==> config.mk <==
export PLATFORM = sky130hd
export DESIGN_NAME = hazard_ctrl
export DESIGN_NICKNAME = d
export VERILOG_FILES = /design/src/rtl/hazard_ctrl_pkg.sv /design/src/rtl/hazard_ctrl_detect.sv /design/src/rtl/hazard_ctrl.sv
export SDC_FILE = /design/constraint.sdc
export NUM_CORES = 1
export LEC_CHECK = 0
export CAP_MARGIN = 20
export CORE_MARGIN = 2
export CORE_UTILIZATION = 55
export DETAILED_ROUTE_END_ITERATION = 16
export DONT_BUFFER_PORTS = 1
export PLACE_DENSITY_LB_ADDON = 0.05
export RECOVER_POWER = 100
export SKIP_LAST_GASP = 1
export SLEW_MARGIN = 5
export SYNTH_ARGS = -nofsm -noshare
export SYNTH_HDL_FRONTEND = slang
export SYNTH_SLANG_ARGS = --single-unit
export TNS_END_PERCENT = 50
==> constraint.sdc <==
create_clock -name clk -period 3.8 [get_ports clk]
set_clock_uncertainty 0.1 [all_clocks]
set_input_delay 0.76 -clock clk [delete_from_list [all_inputs] [get_ports clk]]
set_output_delay 0.76 -clock clk [all_outputs]
set_load 0.01 [all_outputs]
==> src/rtl/hazard_ctrl_pkg.sv <==
// Shared control definitions for the hazard controller.
// FSM encodings, decode class codes and flush limits.
package hazard_ctrl_pkg;

  typedef enum logic [1:0] {
    RUN      = 2'd0,
    BR_FLUSH = 2'd1,
    MEM_WAIT = 2'd2
  } state_t;

  localparam logic [4:0] SEL_INVALID = 5'd0;

  localparam int FLUSH_MAX = 7;
  localparam int FCNT_W    = 3;

  function automatic logic [FCNT_W-1:0] flush_load(
    input int cycles
  );
    return FCNT_W'(cycles - 1);
  endfunction

endpackage

==> src/rtl/hazard_ctrl_detect.sv <==
// Load-use register compare between EX and ID.
// Purely combinational.
module hazard_detect #(
  parameter int REG_W = 3
) (
  input  logic             ex_is_load,
  input  logic             ex_rd_we,
  input  logic [REG_W-1:0] ex_rd,
  input  logic             id_valid,
  input  logic [REG_W-1:0] id_rs1,
  input  logic [REG_W-1:0] id_rs2,
  input  logic             id_use_rs1,
  input  logic             id_use_rs2,
  output logic             load_use
);

  logic hit1;
  logic hit2;

  assign hit1 = id_use_rs1 & (id_rs1 == ex_rd);
  assign hit2 = id_use_rs2 & (id_rs2 == ex_rd);

  assign load_use = ex_is_load & ex_rd_we
                  & id_valid & (hit1 | hit2);

endmodule

==> src/rtl/hazard_ctrl.sv <==
// Pipeline hazard controller: stalls, flushes,
// memory freeze, illegal-op flag and perf counters.
module hazard_ctrl
  import hazard_ctrl_pkg::*;
#(
  parameter int REG_W        = 3,
  parameter int FLUSH_CYCLES = 2,
  parameter int CNT_W        = 16
) (
  input  logic             clk,
  input  logic             rst_n,
  input  logic             id_valid,
  input  logic [4:0]       id_select,
  input  logic [REG_W-1:0] id_rs1,
  input  logic [REG_W-1:0] id_rs2,
  input  logic             id_use_rs1,
  input  logic             id_use_rs2,
  input  logic             ex_is_load,
  input  logic             ex_rd_we,
  input  logic [REG_W-1:0] ex_rd,
  input  logic             ex_br_taken,
  input  logic             mem_busy,
  output logic             pc_stall,
  output logic             if_id_stall,
  output logic             id_ex_bubble,
  output logic             flush_if_id,
  output logic             flush_id_ex,
  output logic             pipe_freeze,
  output logic             illegal_op,
  output logic [CNT_W-1:0] stall_cnt,
  output logic [CNT_W-1:0] flush_cnt
);

  if (FLUSH_CYCLES < 1 || FLUSH_CYCLES > FLUSH_MAX) begin : g_bad_flush
    $error("FLUSH_CYCLES out of range");
  end

  state_t            state;
  state_t            saved_state;
  logic [FCNT_W-1:0] fcnt;
  logic [FCNT_W-1:0] saved_cnt;

  state_t            eff_state;
  logic [FCNT_W-1:0] eff_cnt;
  state_t            nxt_state;
  logic [FCNT_W-1:0] nxt_cnt;

  logic load_use;
  logic set_illegal;
  logic br_evt;

  logic pc_stall_c;
  logic if_id_stall_c;
  logic bubble_c;
  logic flush_if_c;
  logic flush_ex_c;
  logic freeze_c;

  hazard_detect #(
    .REG_W (REG_W)
  ) u_detect (
    .ex_is_load (ex_is_load),
    .ex_rd_we   (ex_rd_we),
    .ex_rd      (ex_rd),
    .id_valid   (id_valid),
    .id_rs1     (id_rs1),
    .id_rs2     (id_rs2),
    .id_use_rs1 (id_use_rs1),
    .id_use_rs2 (id_use_rs2),
    .load_use   (load_use)
  );

  // Resolve events by priority; MEM_WAIT acts as the saved state once busy drops
  always_comb begin
    eff_state     = state;
    eff_cnt       = fcnt;
    if (state == MEM_WAIT) begin
      eff_state = saved_state;
      eff_cnt   = saved_cnt;
    end
    nxt_state     = eff_state;
    nxt_cnt       = eff_cnt;
    pc_stall_c    = 1'b0;
    if_id_stall_c = 1'b0;
    bubble_c      = 1'b0;
    flush_if_c    = 1'b0;
    flush_ex_c    = 1'b0;
    freeze_c      = 1'b0;
    set_illegal   = 1'b0;
    br_evt        = 1'b0;
    if (mem_busy) begin
      freeze_c      = 1'b1;
      pc_stall_c    = 1'b1;
      if_id_stall_c = 1'b1;
      nxt_state     = MEM_WAIT;
      nxt_cnt       = fcnt;
    end else if (ex_br_taken) begin
      flush_if_c = 1'b1;
      flush_ex_c = 1'b1;
      br_evt     = 1'b1;
      nxt_cnt    = flush_load(FLUSH_CYCLES);
      nxt_state  = (FLUSH_CYCLES > 1) ? BR_FLUSH : RUN;
    end else if (eff_state == BR_FLUSH) begin
      flush_if_c = 1'b1;
      if (eff_cnt <= FCNT_W'(1)) begin
        nxt_cnt   = '0;
        nxt_state = RUN;
      end else begin
        nxt_cnt = eff_cnt - FCNT_W'(1);
      end
    end else if (load_use) begin
      pc_stall_c    = 1'b1;
      if_id_stall_c = 1'b1;
      bubble_c      = 1'b1;
    end else if (id_valid && id_select == SEL_INVALID) begin
      flush_if_c  = 1'b1;
      set_illegal = 1'b1;
    end
  end

  assign pc_stall     = rst_n & pc_stall_c;
  assign if_id_stall  = rst_n & if_id_stall_c;
  assign id_ex_bubble = rst_n & bubble_c;
  assign flush_if_id  = rst_n & flush_if_c;
  assign flush_id_ex  = rst_n & flush_ex_c;
  assign pipe_freeze  = rst_n & freeze_c;

  // FSM state, flush counter and the context saved across a memory wait
  always_ff @(posedge clk or negedge rst_n) begin
    if (!rst_n) begin
      state       <= RUN;
      fcnt        <= '0;
      saved_state <= RUN;
      saved_cnt   <= '0;
    end else begin
      state <= nxt_state;
      fcnt  <= nxt_cnt;
      if (mem_busy && state != MEM_WAIT) begin
        saved_state <= state;
        saved_cnt   <= fcnt;
      end
    end
  end

  // Sticky illegal flag and saturating performance counters
  always_ff @(posedge clk or negedge rst_n) begin
    if (!rst_n) begin
      illegal_op <= 1'b0;
      stall_cnt  <= '0;
      flush_cnt  <= '0;
    end else begin
      if (set_illegal) illegal_op <= 1'b1;
      if (pc_stall_c && stall_cnt != '1)
        stall_cnt <= stall_cnt + 1'b1;
      if (br_evt && flush_cnt != '1)
        flush_cnt <= flush_cnt + 1'b1;
    end
  end

endmodule

==> results.md, run 1 <==
- Clock tree root buffer cell: clkbuf_8
- Final setup viols: 0
- Dpl ws: between 900 and 1000 ps
- Global Route Usage Sum: between 20% and 30%
- Max Clk Rate: roughly 360 MHz
- Yosys warnings: 0
- Num ports: 62
- Run status: completed
- Initial core utilization: around 56%
- Fin cells: approximately 260
- Clock share of power: a little under a quarter
- CTS clk-pin slew, worst paths: ~80 ps
- R2R setup slack: 1020 ps
- Post-route ant nets: 0
- Path category of the worst min-delay check: in2async
- RSZ-0062 raised after global routing: no
- First-pass GRT wire length: roughly 7100 µm
- Layout cells sized above 1: ~6.6%
- Die area: ~0.0045 mm²
- Syn Area/Cell: between 10 and 15 µm²
- CTS tree: built
- Worst slew margin: 29.0%
- Seq/Total Area, Yosys: 48.6%
- Setup crit start: id_select[1]
- Detailed placement HPWL: between 3000 and 4000 µm
- Syn Nets: around 240
- Switching Share: approximately a third
- Setup_tns: 0 ps
- Die width: 67.4 µm
- Routability cong.: 0.791
- Core Util, Final: around three fifths
- Max-cap violation count: 0
- DR vias: approximately 1500
- Chip height: between 60 and 70 µm
- Reg2reg start: state[1]
- Final instance area: about 0.0023 mm²
- Crit share post-route: between 70 and 80%
- Post-synth cell types: 40
- FF+latch count, synth: 43
- R2R cell count: 6
- Crit-path max FO: 2
- Number of fill cells: between 300 and 400
- Number of flops mapped to enable cells by yosys: 0
- Nature of the critical path endpoint: output pin
- Clock latency on the worst-skew pair: about 290 ps
- Net switching power: 388 µW
- Setup Crit Path Kind: in2out
- Maximum buffer depth of the clock tree: 2
- Placed instance area: around 0.0022 mm²
- Proportion of netlist area held by the largest area contributor: between 40% and 50%
- Initial antenna violation count: 0
- R2R Path End: stall_cnt[13]
- H-tree Lvls: 2
- First DRT Iteration DRCs: approximately 130
- Least-Margin Pin Slew: roughly 1100 ps
- Drt total wl: 4080 µm
- Slew Limit Fails: 0
- Sequential Power Share: between 50% and 60%
- Post-CTS Hold Buffers: 0
- Cts repair resizes: 0
- Synth cell count leaders: 43 x dfrtp_1, 31 x xnor2_1, 21 x nand2_1, 13 x nand3_1, 9 x nand4_1
- Pin count of the biggest net entering global routing: 49
- Power Density: roughly 510 mW/mm²
- N_diodes: 0
- CTS Buf Count: 5
- Ys flop type: dfrtp_1
- P_int: slightly below 800 µW
- Synth-to-layout area growth: 4.07%
- Vias in the first global route: between 1500 and 2000
- Synth async-reset ratio: 100%
- Mapped cell area: between 0.002 and 0.0025 mm²
- Final hold viol count: 0
- Synth top area cells: dfrtp_1 49%, xnor2_1 12%, nand2_1 3.6%
- Nets: roughly 240
- First-pass iteration count of the detailed router: 4
- Core area: 0.00394 mm²
- Placed Cells: about 260
- Post-synth top area cell: dfrtp_1
- Leak Pwr: just under 0.001 µW
- Max IR drop VDD: 360 µV
- WL per Instance: 15.5 µm
- Period minus WS final: 2810 ps
- Num rows: 23
- Final Worst Setup Slack: ~990 ps
- Critical Path RT: approximately 2900 ps
- Number of remaining DRC errors: 0
- Via density: around 5.8
- Port Buffers: 0
- Synth Instances: about 210
- Startpoint Class: input pin
- WP data arrival: roughly 2000 ps
- Grt ovf: 0
- Most numerous cell in the Yosys netlist: dfrtp_1
- # clock sinks: 43
- Post-CTS Setup Inserts: 0
- Combinational Power Share: a little under a fifth
## power groups by stage
| stage | Clock (µW) | Combinational [µW] | Sequential, µW |
|---|---|---|---|
| global route | 313 | 250 | 697 |
| floorplan | 0 | 194 | 659 |
| global placement | 0 | 204 | 682 |
| CTS | 290 | 218 | 680 |
| detailed placement | 0 | 220 | 687 |
| finish | 275 | 214 | 681 |
## final cells by class
class	instances	area [µm²]	share of cell area, %
multi-input combinational	156	1060	45.9
clock inverter	2	12.5	0.543
sequential	43	1080	46.7
tap	50	62.6	2.72
inverter	6	22.5	0.978
clock buffer	6	72.6	3.15
## kinds of logic after synthesis
kind of cell    share of synthesized area [%]
fa+ha+maj                                2.26
mux                                      3.90
buf+inv                                  3.11
xor+xnor                                 13.9
flops                                    48.6
simple gates                             19.3
compound gates                           8.94
## cell usage in the layout, fill, tap and decap left out, types with 2 or more instances in the layout
master,synthesis,routed
nor2_1,8,8
o21ai_0,7,7
and2_1,5,3
nand2b_1,2,2
a21o_1,2,2
nor4_1,2,2
ha_1,4,4
xnor2_1,31,31
and4_1,3,3
nor3_1,3,3
mux2i_1,3,3
xor2_1,4,4
a31oi_1,3,3
clkbuf_8,0,5
dfrtp_1,43,43
nand4_1,9,9
nand2_1,21,21
and3_1,7,7
and2_0,0,2
nor2b_1,2,2
inv_1,6,6
mux2_2,5,5
nand3_1,13,13
a21oi_1,8,9
## worst max-delay path, stage by stage
cell	delay, ps
or4b_2	650
nor4_1	280
o311a_1	260
## registers in the layout, summed over array words and instances, names as in the netlist
| name | cells |
|---|---|
| state | 2 |
| flush_cnt | 16 |
| stall_cnt | 16 |
| saved_cnt | 3 |
| illegal_op | 1 |
| fcnt | 3 |
| saved_state | 2 |
## metal layers
layer  wire length [µm]  share of wire, %  track usage, %
met1               1800                44            26.7
met4                 45               1.1            6.89
met5                  0                 0               0
met2               1990                49            33.2
met3                249               6.1            7.17
## worst max path at each step
stage               cells after the start             to  slack (ps)
floorplan                               3    flush_if_id        1060
global placement                        3    flush_if_id        1020
detailed placement                      3    flush_if_id         990
CTS                                     4   id_ex_bubble         970
global route                            6  stall_cnt[13]         750
finish                                  3    flush_if_id         990
## stage by stage
step / hold WS (ps) / total power (µW)
6_report: 52.0 / 1170
5_1_grt: 25.7 / 1260
4_1_cts: 40.5 / 1190
3_5_place_dp: 365 / 907
3_3_place_gp: 365 / 887
2_1_floorplan: 364 / 853
(Power assumes the default switching activity.)
==> run 2, diff against run 1 <==
Clock period 3.8 ns to 2.5 ns, I/O delays scaled along.
==> run 2 against run 1 <==
  * Flip-flop and latch count unchanged
  * Wire length up 4.2%
  * Largest power group unchanged
  * Cell count up 1.5%
==> results.md, run 2 (synthesis gave the netlist of run 1 again) <==
- Run status: completed
- CTS tree: built
- Routability cong.: 0.817 (+3.3%)
- Dpl ws: 201 ps (-791 ps)
- Max-cap violation count: 0 (unchanged)
- Post-CTS Setup Inserts: 0 (unchanged)
- Most frequent cells in the layout: 43 x dfrtp_1, 31 x xnor2_1, 21 x nand2_1
- Synth-to-layout area growth: 6.45%
- Least-Margin Pin Slew: 1030 ps (-37.2 ps)
- Detailed placement HPWL: 3010 µm (-0.21%)
- Max Clk Rate: 416 MHz
- DR vias: 1578 (+3.6%)
- Final Worst Setup Slack: 98.1 ps (-888 ps)
- Final setup viols: 0 (unchanged)
- Top delay family on crit path: compound AO/OA/AOI/OAI gates
- Setup Crit Path Kind: reg2out
- Port Buffers: 0 (unchanged)
- Core area: 0.00394 mm² (unchanged)
- CTS clk-pin slew, worst paths: 80 ps (about the same)
- Max IR drop VDD: 454 µV (+26%)
- Met3 WL: 267 µm (+7.2%)
- Worst slew margin: 31.5% (+2.5 points)
- CP max-delay cell: dfrtp_1
- Number of remaining DRC errors: 0 (unchanged)
- Maximum buffer depth of the clock tree: 2 (unchanged)
- Path category of the worst min-delay check: in2reg
- # clock sinks: 43 (unchanged)
- Die width: 67.4 µm (unchanged)
- H-tree Lvls: 2 (unchanged)
- Leading registers by flop count: flush_cnt (16), stall_cnt (16)
- Grt ovf: 0 (unchanged)
- Power Density: 775 mW/mm² (+53%)
- First-pass iteration count of the detailed router: 6 (+2)
- Nature of the critical path endpoint: output pin
- Leak Pwr: 0.00101 µW (+2.2%)
- Num rows: 23 (unchanged)
- N_diodes: 0 (unchanged)
- CP cell instances: nor4bb_1 > a21o_1 > a2111o_1 > nor3b_2
- Nets: 243 (+1.7%)
- Final hold viol count: 0 (unchanged)
- Sequential Area: 0.00108 mm² (unchanged)
- Via density: 5.91 (+2.1%)
- Clock latency on the worst-skew pair: 310 ps (+20 ps)
- Delay of the slowest critical-path stage: 440 ps (-210 ps)
- Initial antenna violation count: 0 (unchanged)
- Multi-input logic area: 0.00107 mm² (+1.8%)
- Crit-path max FO: 6 (+4)
- Commonest non-fill, non-tap cell in the layout: dfrtp_1
- WP data arrival: 1800 ps (-150 ps)
- Period minus WS final: roughly 2400 ps
- First-pass GRT wire length: 6960 µm (-1.6%)
- Layout cells sized above 1: 9.68% (+3.1 points)
- Slew Limit Fails: 0 (unchanged)
- WL per Instance: 15.9 µm (+2.7%)
- Number of fill cells: 356 (+3.5%)
- Top sig layer: met4
- Die area: 0.00455 mm² (unchanged)
- Metal-1 WL: 1820 µm (+1.3%)
- Clock tree root buffer cell: clkbuf_8
- Critical Path RT: 1900 ps (-1040 ps)
- Global Route Usage Sum: 20.9% (+0.051 points)
- Drt total wl: 4260 µm (+4.2%)
- First DRT Iteration DRCs: 80 (-37%)
- RSZ-0062 raised after global routing: no
- Setup_tns: 0 ps (unchanged)
- Chip height: 67.4 µm (unchanged)
- Pin count of the biggest net entering global routing: 44 (-10%)
- Crit share post-route: 96.1%
- Post-route ant nets: 0 (unchanged)
- Num ports: 62 (unchanged)
- Met2 wire len: 2090 µm (+5.1%)
- Initial core utilization: 56.1% (unchanged)
- CTS Buf Count: 5 (unchanged)
- Buf+Inv Stages, Crit Path: 0 (unchanged)
- Startpoint Class: flip-flop
- Vias in the first global route: 1523 (-2.2%)
==> run 2: cell types whose count changed in the layout (fill, tap and decap cells not counted) <==
cell	before	now
clkbuf_1	1	0
nor2b_2	0	1
clkinvlp_4	1	2
buf_4	0	2
clkbuf_2	0	1
dlygate4sd3_1	0	1
a21oi_4	0	1
nor3b_1	1	0
nor2b_1	2	1
a21oi_1	9	8
nor3b_2	0	1
==> run 2: metrics by stage <==
stage                     hold slack (ps)  util [%]  total power (µW)  area (µm²)  cells
final                                 143      59.7              1830        2350    267
after global routing                  140      59.7              1950        2350    267
after CTS                             141      60.0              1850        2370    267
after detailed placement              106      56.9              1380        2240    257
after global placement                105      56.9              1350        2240    257
after floorplan                       104         -              1300        2210    212
==> run 2: layout make-up <==
class                           count  share of cell area (%)
Sequential cell                    43                    45.7
Multi-Input combinational cell    156                    45.6
Clock buffer                        5                    2.92
Tap cell                           50                    2.66
Timing Repair Buffer                4                    1.28
Inverter                            6                   0.956
Clock inverter                      3                   0.850
==> run 2: power breakdown <==
part / total (µW) / internal [µW] / switching [µW] / leakage (µW)
clock network: 443 / 194 / 249 / 0.0000402
logic: 348 / 181 / 167 / 0.000416
registers: 1030 / 822 / 212 / 0.000558
total: 1830 / 1200 / 628 / 0.00101
==> run 2: final timing paths <==
path,slack [ps],cells past startpoint,to,startpoint
setup / recovery,100,4,id_ex_bubble,state[1]
hold / removal,140,1,state[0],mem_busy
setup reg to reg,270,7,fcnt[1],state[0]
hold reg to reg,420,2,fcnt[2],fcnt[2]
max in group asynchronous,850,2,stall_cnt[13],rst_n
min in group asynchronous,810,2,saved_cnt[1],rst_n
==> run 2: per-layer routing <==
metal  vias up  global-route usage, %
met1       766                   26.0
met3         9                   5.50
li1        753                      -
met5         -                      0
met4         0                   10.7
met2        50                   33.5
==> run 2: timing repair <==
item | CTS | global route
endpoints found under the hold margin | 43 | 0
gates resized for setup | 1 | 1
hold buffers | 2 | 0
setup endpoints to repair | 1 | 2
